--- config.mk ---
export PLATFORM = sky130hd
export DESIGN_NAME = imem_loader
export DESIGN_NICKNAME = d
export VERILOG_FILES = /design/src/rtl/imem_loader.sv
export SDC_FILE = /design/constraint.sdc
export NUM_CORES = 1
export LEC_CHECK = 0
export CAP_MARGIN = 20
export CORE_AREA = 2 2 139 73
export CTS_CLUSTER_DIAMETER = 60
export CTS_CLUSTER_SIZE = 25
export DETAILED_ROUTE_END_ITERATION = 6
export DIE_AREA = 0 0 141 75
export HOLD_SLACK_MARGIN = 0.1
export PLACE_DENSITY = 0.71
export RECOVER_POWER = 50
export SETUP_SLACK_MARGIN = 0.3
export SLEW_MARGIN = 5
export SYNTH_ARGS = -nofsm -noshare
export SYNTH_HDL_FRONTEND = slang
export SYNTH_SLANG_ARGS = --single-unit
--- constraint.sdc ---
create_clock -name clock -period 7 [get_ports clock]
set_input_delay 1.75 -clock clock [delete_from_list [all_inputs] [get_ports clock]]
set_output_delay 1.75 -clock clock [all_outputs]
set_load 0.02 [all_outputs]
--- src/rtl/imem_loader.sv ---
// imem_loader -- write side of the instruction memory.
//
// Takes a length-prefixed byte stream over a valid/ready handshake:
//   LEN_LO, LEN_HI (16-bit word count), then 4*LEN payload bytes, LSB first.
// Bytes are packed little-endian into 32-bit words, and each completed word
// is written to imem through we/waddr/wdata. The CPU is held in reset until
// the load completes.
//
// Optional feature macro: CHECKSUM_EN
//   When defined, one trailing byte follows the payload. It must equal the
//   8-bit XOR of all payload bytes, otherwise the load ends in ERR.
//
// Parameters:
//   N_ADDR    word-address width; imem depth = 1<<N_ADDR words
//
// Ports:
//   clock     system clock, all state on rising edge
//   nReset    asynchronous active-low reset
//   start     1-cycle pulse, begins a load (honoured in IDLE/DONE/ERR only)
//   rx_data   incoming byte
//   rx_valid  rx_data valid
//   rx_ready  loader can accept a byte
//   we        imem write enable, 1-cycle pulse per word
//   waddr     imem word address
//   wdata     imem write data
//   cpu_hold  1 = keep CPU in reset
//   done      load completed OK (level)
//   err       load failed (level)
module imem_loader #(
    parameter int unsigned N_ADDR = 6
) (
    input  logic              clock,
    input  logic              nReset,
    input  logic              start,
    input  logic [7:0]        rx_data,
    input  logic              rx_valid,
    output logic              rx_ready,
    output logic              we,
    output logic [N_ADDR-1:0] waddr,
    output logic [31:0]       wdata,
    output logic              cpu_hold,
    output logic              done,
    output logic              err
);

    typedef enum logic [2:0] {
        IDLE,
        LEN0,
        LEN1,
        DATA,
`ifdef CHECKSUM_EN
        CSUM,
`endif
        DONE,
        ERR
    } state_t;

`ifdef CHECKSUM_EN
    localparam state_t POST_DATA = CSUM;
`else
    localparam state_t POST_DATA = DONE;
`endif

    localparam logic [16:0] MAX_LEN = 17'(64'd1 << N_ADDR);

    state_t      state, state_nx;
    logic [7:0]  len_lo;
    logic [15:0] len_words;
    logic [15:0] wcnt;
    logic [1:0]  bidx;
    logic [15:0] len_full;
    logic        acc;
    logic        last_word;
    logic        load_begin;
`ifdef CHECKSUM_EN
    logic [7:0]  csum;
`endif

    assign len_full   = {rx_data, len_lo};
    assign acc        = rx_valid & rx_ready;
    // wcnt counts words already completed before the current one.
    assign last_word  = (wcnt == len_words - 16'd1);
    assign load_begin = start && (state == IDLE || state == DONE || state == ERR);

    always_ff @(posedge clock or negedge nReset) begin
        if (!nReset) state <= IDLE;
        else         state <= state_nx;
    end

    always_comb begin
        state_nx = state;
        rx_ready = 1'b0;
        done     = 1'b0;
        err      = 1'b0;
        cpu_hold = 1'b1;
        case (state)
            IDLE: begin
                if (start) state_nx = LEN0;
            end
            LEN0: begin
                rx_ready = 1'b1;
                if (rx_valid) state_nx = LEN1;
            end
            LEN1: begin
                rx_ready = 1'b1;
                if (rx_valid) begin
                    if ({1'b0, len_full} > MAX_LEN) state_nx = ERR;
                    else if (len_full == 16'd0)     state_nx = POST_DATA;
                    else                            state_nx = DATA;
                end
            end
            DATA: begin
                rx_ready = 1'b1;
                // Leave on the final byte; its write pulse lands in the
                // first cycle of the following state.
                if (rx_valid && bidx == 2'd3 && last_word) state_nx = POST_DATA;
            end
`ifdef CHECKSUM_EN
            CSUM: begin
                rx_ready = 1'b1;
                if (rx_valid) state_nx = (rx_data == csum) ? DONE : ERR;
            end
`endif
            DONE: begin
                done     = 1'b1;
                cpu_hold = 1'b0;
                if (start) state_nx = LEN0;
            end
            ERR: begin
                err = 1'b1;
                if (start) state_nx = LEN0;
            end
            default: state_nx = IDLE;
        endcase
    end

    always_ff @(posedge clock or negedge nReset) begin
        if (!nReset) begin
            we        <= 1'b0;
            waddr     <= '0;
            wdata     <= '0;
            len_lo    <= '0;
            len_words <= '0;
            wcnt      <= '0;
            bidx      <= '0;
`ifdef CHECKSUM_EN
            csum      <= '0;
`endif
        end else begin
            we <= 1'b0;
            if (we) waddr <= waddr + {{(N_ADDR-1){1'b0}}, 1'b1};
            if (state == LEN0 && acc) len_lo    <= rx_data;
            if (state == LEN1 && acc) len_words <= len_full;
            if (state == DATA && acc) begin
                case (bidx)
                    2'd0:    wdata[7:0]   <= rx_data;
                    2'd1:    wdata[15:8]  <= rx_data;
                    2'd2:    wdata[23:16] <= rx_data;
                    default: wdata[31:24] <= rx_data;
                endcase
                bidx <= bidx + 2'd1;
`ifdef CHECKSUM_EN
                csum <= csum ^ rx_data;
`endif
                if (bidx == 2'd3) begin
                    we   <= 1'b1;
                    wcnt <= wcnt + 16'd1;
                end
            end
            if (load_begin) begin
                waddr <= '0;
                bidx  <= '0;
                wcnt  <= '0;
`ifdef CHECKSUM_EN
                csum  <= '0;
`endif
            end
        end
    end

endmodule

==> results of run 1 <==
==> layout make-up <==
class	count	area share (%)
Sequential cell	84	41.4
Multi-Input combinational cell	257	37.6
Timing Repair Buffer	59	11.4
Clock buffer	10	4.70
Tap cell	121	2.98
Clock inverter	4	1.01
Inverter	12	0.886
==> Yosys cell counts (all sizes together) (4+ instances only) <==
library cell	number
o21ai	14
a21oi	8
nand3	7
ha	8
nand2b	4
nand3b	4
nor2	34
xor2	12
mux2	53
nor3	6
nand2	28
nor2b	4
nand4	7
inv	12
or3	4
clkbuf	7
xnor2	25
dfrtp	84
nor4	4
==> kinds of logic (layout without fill, tap and decap cells) <==
| family | after synthesis | after routing | share of synthesized area (%) |
|---|---|---|---|
| buffers and inverters | 22 | 85 | 2.40 |
| AOI/OAI and AO/OA | 37 | 37 | 5.72 |
| DFF | 84 | 84 | 51.1 |
| muxes | 54 | 54 | 14.8 |
| adders and majority gates | 8 | 8 | 2.43 |
| xor gates and xnor gates | 37 | 37 | 7.88 |
| and+or+nand+nor | 121 | 121 | 15.7 |
==> sequential cells by signal (all words and copies together), names as in the netlist <==
register,flops
wdata,32
len_lo,8
bidx,2
state,3
waddr,6
wcnt,16
len_words,16
we,1
==> report_power, final <==
| group | switching, mW | internal [mW] |
|---|---|---|
| Clock | 0.185 | 0.282 |
| Combinational | 0.289 | 0.315 |
| Sequential | 0.0930 | 0.617 |
| Total | 0.566 | 1.21 |
==> worst register-to-register path, cell delays in order (launching register included) <==
cell      delay, ns
dfrtp_1        0.41
inv_1          0.10
ha_1           0.20
or4b_4         0.53
nor2_2         0.10
or4b_1         0.49
a221oi_2       0.26
a41o_1         0.27
a31oi_1        0.11
==> cells in the final DEF, fill, tap and decap left out, types with 8 or more instances in the layout <==
| cell | Yosys | routed |
|---|---|---|
| clkdlybuf4s50_1 | 0 | 45 |
| dfrtp_1 | 84 | 84 |
| xnor2_1 | 25 | 25 |
| mux2_2 | 53 | 53 |
| nor2_1 | 33 | 33 |
| clkbuf_16 | 0 | 9 |
| a21oi_1 | 8 | 8 |
| dlygate4sd3_1 | 0 | 8 |
| inv_1 | 12 | 12 |
| o21ai_0 | 14 | 14 |
| xor2_1 | 12 | 12 |
| nand2_1 | 28 | 28 |
| ha_1 | 8 | 8 |
==> worst paths after layout <==
check	to	slack, ns	cells after the start
setup / recovery	len_words[7]	3.31	6
hold / removal	wdata[9]	0.50	1
setup reg to reg	state[1]	4.40	8
hold reg to reg	wdata[9]	0.50	1
max in group asynchronous	wcnt[15]	4.16	2
min in group asynchronous	wdata[0]	1.85	1
==> metal layers <==
layer  vias up  GRT usage [%]
met3         9           5.28
met5         -              0
li1       1395              -
met2        56           26.7
met1      1412           22.9
met4         0           6.00
==> results.cfg, run 1 <==
[final_layout]
diodes = 0
nets = 443
final.fill_count = 785
final_core_util_pct = 54.7
synthToLayoutAreaGrowth_pct = 23.6
final-seq-area_um2 = 2100
fin_cells = 547
multi_input_area_um2 = 1910
drive_gt1_share_pct = 17.8
fin_area_um2 = 5080

[outcome]
violations = max-capacitance violations, max-slew violations
status = finished with violations

[power]
p_total_mw = 1.78
power.density_nw_per_um2 = 350
ir_worst_vdd_v = 0.000234
power.leakage_nw = 2.18

[timing]
slew_viol_final = 30
final.setup_skew_ns = 0.00826
hold_ws_ns = 0.504
timing.final.crit_share_pct = 52.7
final-hold-violation-count = 0
setup_viol = 0
layout_min_cycle_time_ns = 3.69
finalSetupTns_ns = 0
max_clock_freq_mhz = 271
layout_setup_ws_ns = 3.31
rsz0062_at_grt = no
tightest_slew_ns = 1.70
max_slew_margin_pct = -13.1

[drt]
first_iter_violations = 197
routed_wl_um = 8560
drtPass1Iterations = 4
drc_errors = 0
met1_length_um = 4210
viasPerCell = 5.25
vias = 2872
wire_per_inst_um = 15.7
ant_nets = 0
highest_layer = met4
wl_met3_um = 465
wl_met2_um = 3780

[setup_path]
crit_type = in -> reg
critPathSlowestCell = clkbuf_1
worstPathCellList = dlygate4sd3_1 > nor2b_1 > nand2_1 > nor2_1 > clkbuf_1 > mux2_2
worstPathRequired_ns = 7.22
cp.arrival_ns = 3.91
cp_top_family = buffers and inverters
cp-end-kind = register
crit_start = rx_valid
reg2reg_from = len_words[0]
crit_buf_inv = 2
slowest_delay_ns = 0.67
critPathMaxFanout = 19
cp-start-kind = input pin

[clock_network]
ctsResizeCount = 0
clk_latency_ns = 0.34
holdBufCountCts = 0
cts_setup_buffers = 0
cts_inserted_buffers = 9
ctsHtreeMaxLevel = 3
cts.sinks = 84
cts_tree = done
root_buffer = clkbuf_16
cts_buffer_depth = 2
path_clk_slew_ns = 0.06

[logic_synthesis]
synthArstFlopShare_pct = 100
synth_area_leaders = dfrtp_1 (51%), mux2_2 (15%), xnor2_1 (5.3%)
avgSynthCellArea_um2 = 11.3
synthesis.area_um2 = 4110
ys_ff_latch = 84
yosys_warnings = 0
synth_cell_types = 49
yosysSeqAreaShare_pct = 51.1
netlist_instances = 363
synth_edf_count = 0
synth_largest_area_cell = dfrtp_1
synthDominantCellAreaShare_pct = 51.1
synth_ff_type = dfrtp_1
synth_fp_nets = 383

[floorplan]
core_area_um2 = 9290
rows = 25
die_w_um = 141
initial_utilization_pct = 44.3
die_h_um = 75
io_pins = 55
die_area_um2 = 10600

[placed_design]
gp_congestion = 0.813
dp.cells = 530
hpwl_um = 5830
io_buffers = 54
place_area_um2 = 4770
dp_slack_ns = 2.97

[hold_path]
holdCritPathClass = reg -> reg
hold_start = wdata[9]

[flow_run]
drv_cap = 1

[grt]
grt_overflow = 0
grt_pass1_wl_um = 13800
grt.total_usage_pct = 17.0
grt_max_degree = 85
antenna_found_initial = 0
first_global_vias = 2713
(Power assumes the default switching activity.)
==> run 2, diff against run 1 <==
==> constraint.sdc (replaced) <==
create_clock -name clock -period 3.85 [get_ports clock]
set_input_delay 0.9625 -clock clock [delete_from_list [all_inputs] [get_ports clock]]
set_output_delay 0.9625 -clock clock [all_outputs]
set_load 0.02 [all_outputs]
==> run 2 against run 1 <==
Net effect:
- the flow still finishes with violations (max-capacitance violations, max-slew violations)
- clock skew down 0.0018 ns
- hold slack got worse by 0.0032 ns
- flip-flop and latch count stayed put
- clock power is 81% higher
- register-to-register slack got worse by 3.1 ns
- worst setup slack worse by 2.4 ns
- sequential power increased by 83%
- power grew 82%
- combinational power up 81%
- utilization unchanged
==> results.cfg, run 2 (same netlist as run 1, synthesis figures left out) <==
[outcome]
status = finished with violations
violations = max-capacitance violations, max-slew violations

[clock_network]
holdBufCountCts = 0
clk_latency_ns = 0.34
ctsHtreeMaxLevel = 3
cts_tree = done
cts_buffer_depth = 2
cts.sinks = 84
cts_inserted_buffers = 9
ctsResizeCount = 0
root_buffer = clkbuf_16
path_clk_slew_ns = 0.06
cts_setup_buffers = 0

[final_layout]
largest_reg_flops = 32
final_cell_mix = dfrtp_1 (84), mux2_2 (53), clkdlybuf4s50_1 (43)
top_regs = wdata (32), len_words (16), wcnt (16)
mostFrequentLayoutCell = dfrtp_1
drive_gt1_share_pct = 18.2
diodes = 0
nets = 443
regMostFlops = wdata
synthToLayoutAreaGrowth_pct = 23.6

[drt]
first_iter_violations = 193
routed_wl_um = 8730
drc_errors = 0
drtPass1Iterations = 5
viasPerCell = 5.21
ant_nets = 0
wire_per_inst_um = 15.9
vias = 2861

[timing]
rsz0062_at_grt = no
final-hold-violation-count = 0
finalSetupTns_ns = 0
slew_viol_final = 43
final.setup_skew_ns = 0.00650
hold_ws_ns = 0.500
max_slew_margin_pct = -52.8
timing.final.crit_share_pct = 76.1
layout_min_cycle_time_ns = 2.93
setup_viol = 0
tightest_slew_ns = 2.29
max_clock_freq_mhz = 341

[floorplan]
io_pins = 55
die_area_um2 = 10600
die_h_um = 75
die_w_um = 141
core_area_um2 = 9290
initial_utilization_pct = 44.3
rows = 25

[setup_path]
crit_type = in -> reg
worstPathCellList = dlygate4sd3_1 > nor2b_1 > nand2_1 > nor2_1 > clkbuf_1 > mux2_2
critPathSlowestCell = clkbuf_1
cp.arrival_ns = 3.15
rr_worst_depth = 8
cp-start-kind = input pin
slowest_delay_ns = 0.70
cp-end-kind = register
critPathMaxFanout = 19
worstPathRequired_ns = 4.07

[power]
ir_worst_vdd_v = 0.000419
clkPwrFrac_pct = 26.1
switchingPower_mw = 1.07
switching_share_pct = 32.9
comb_power_share_pct = 33.6
pwr-share-seq_pct = 40.3
power.density_nw_per_um2 = 637
internal_power_mw = 2.17
power.leakage_nw = 2.18

[grt]
antenna_found_initial = 0
grt.total_usage_pct = 18.1
grt_pass1_wl_um = 14500
grt_overflow = 0
grt_max_degree = 85
first_global_vias = 2787

[hold_path]
holdCritPathClass = reg -> reg
hold_depth = 1

[placed_design]
hpwl_um = 6000
gp_congestion = 0.840
io_buffers = 54

[flow_run]
drv_cap = 1
## run 2: changes by cell type in the layout (fill, tap and decap cells not counted), sizes merged
cell,before,now
clkdlybuf4s50,45,43
bufinv,1,0
inv,12,14
clkbuf,13,14
dlygate4sd3,8,10
## run 2: stage by stage
step / power (mW) / cell area [um2] / cells / setup WS (ns) / util [%]
after CTS: 3.29 / 5080 / 548 / 0.988 / 54.7
after detailed placement: 2.42 / 4780 / 532 / 0.850 / 51.5
after global routing: 3.41 / 5080 / 549 / 0.690 / 54.7
after global placement: 2.41 / 4780 / 532 / 0.899 / 51.5
final: 3.23 / 5080 / 549 / 0.921 / 54.7
after floorplan: 1.87 / 4110 / 363 / 1.39 / -
## run 2: critical path, delay by kind of cell
kind                   cells  cell delay, ns
multiplexers               1            0.41
AND/OR/NAND/NOR            3            0.42
buffers and inverters      2            1.35
## run 2: final timing paths
check | from | endpoint | slack [ns]
min in group asynchronous | nReset | wdata[0] | 1.31
max in group asynchronous | nReset | len_words[1] | 1.24
max | rx_valid | len_words[3] | 0.92
max reg2reg | len_words[0] | state[0] | 1.32
min | wdata[6] | wdata[6] | 0.50
min reg2reg | wdata[6] | wdata[6] | 0.50
## run 2: layout make-up
cell class	instances	area, um2
Clock buffer	11	253
Clock inverter	5	42.5
Sequential cell	84	2100
Timing Repair Buffer	59	577
Tap cell	121	151
Fill cell	799	4210
Inverter	12	45.0
Multi-Input combinational cell	257	1910
## run 2: routing by layer
layer | up-vias | part of all wire [%] | routed length [um] | global-route usage (%)
met3 | 6 | 5.1 | 445 | 3.88
met1 | 1400 | 51 | 4480 | 26.4
li1 | 1397 | - | - | -
met4 | 0 | 0.55 | 48 | 5.33
met5 | - | 0 | 0 | 0
met2 | 58 | 43 | 3760 | 27.6
## run 2: power groups by stage
stage          clock network (mW)  registers [mW]  logic, mW
4_1_cts                     0.870            1.31       1.12
3_5_place_dp                    0            1.32       1.11
2_1_floorplan                   0            1.54      0.334
6_report                    0.843            1.30       1.09
3_3_place_gp                    0            1.32       1.09
5_1_grt                     0.896            1.34       1.17
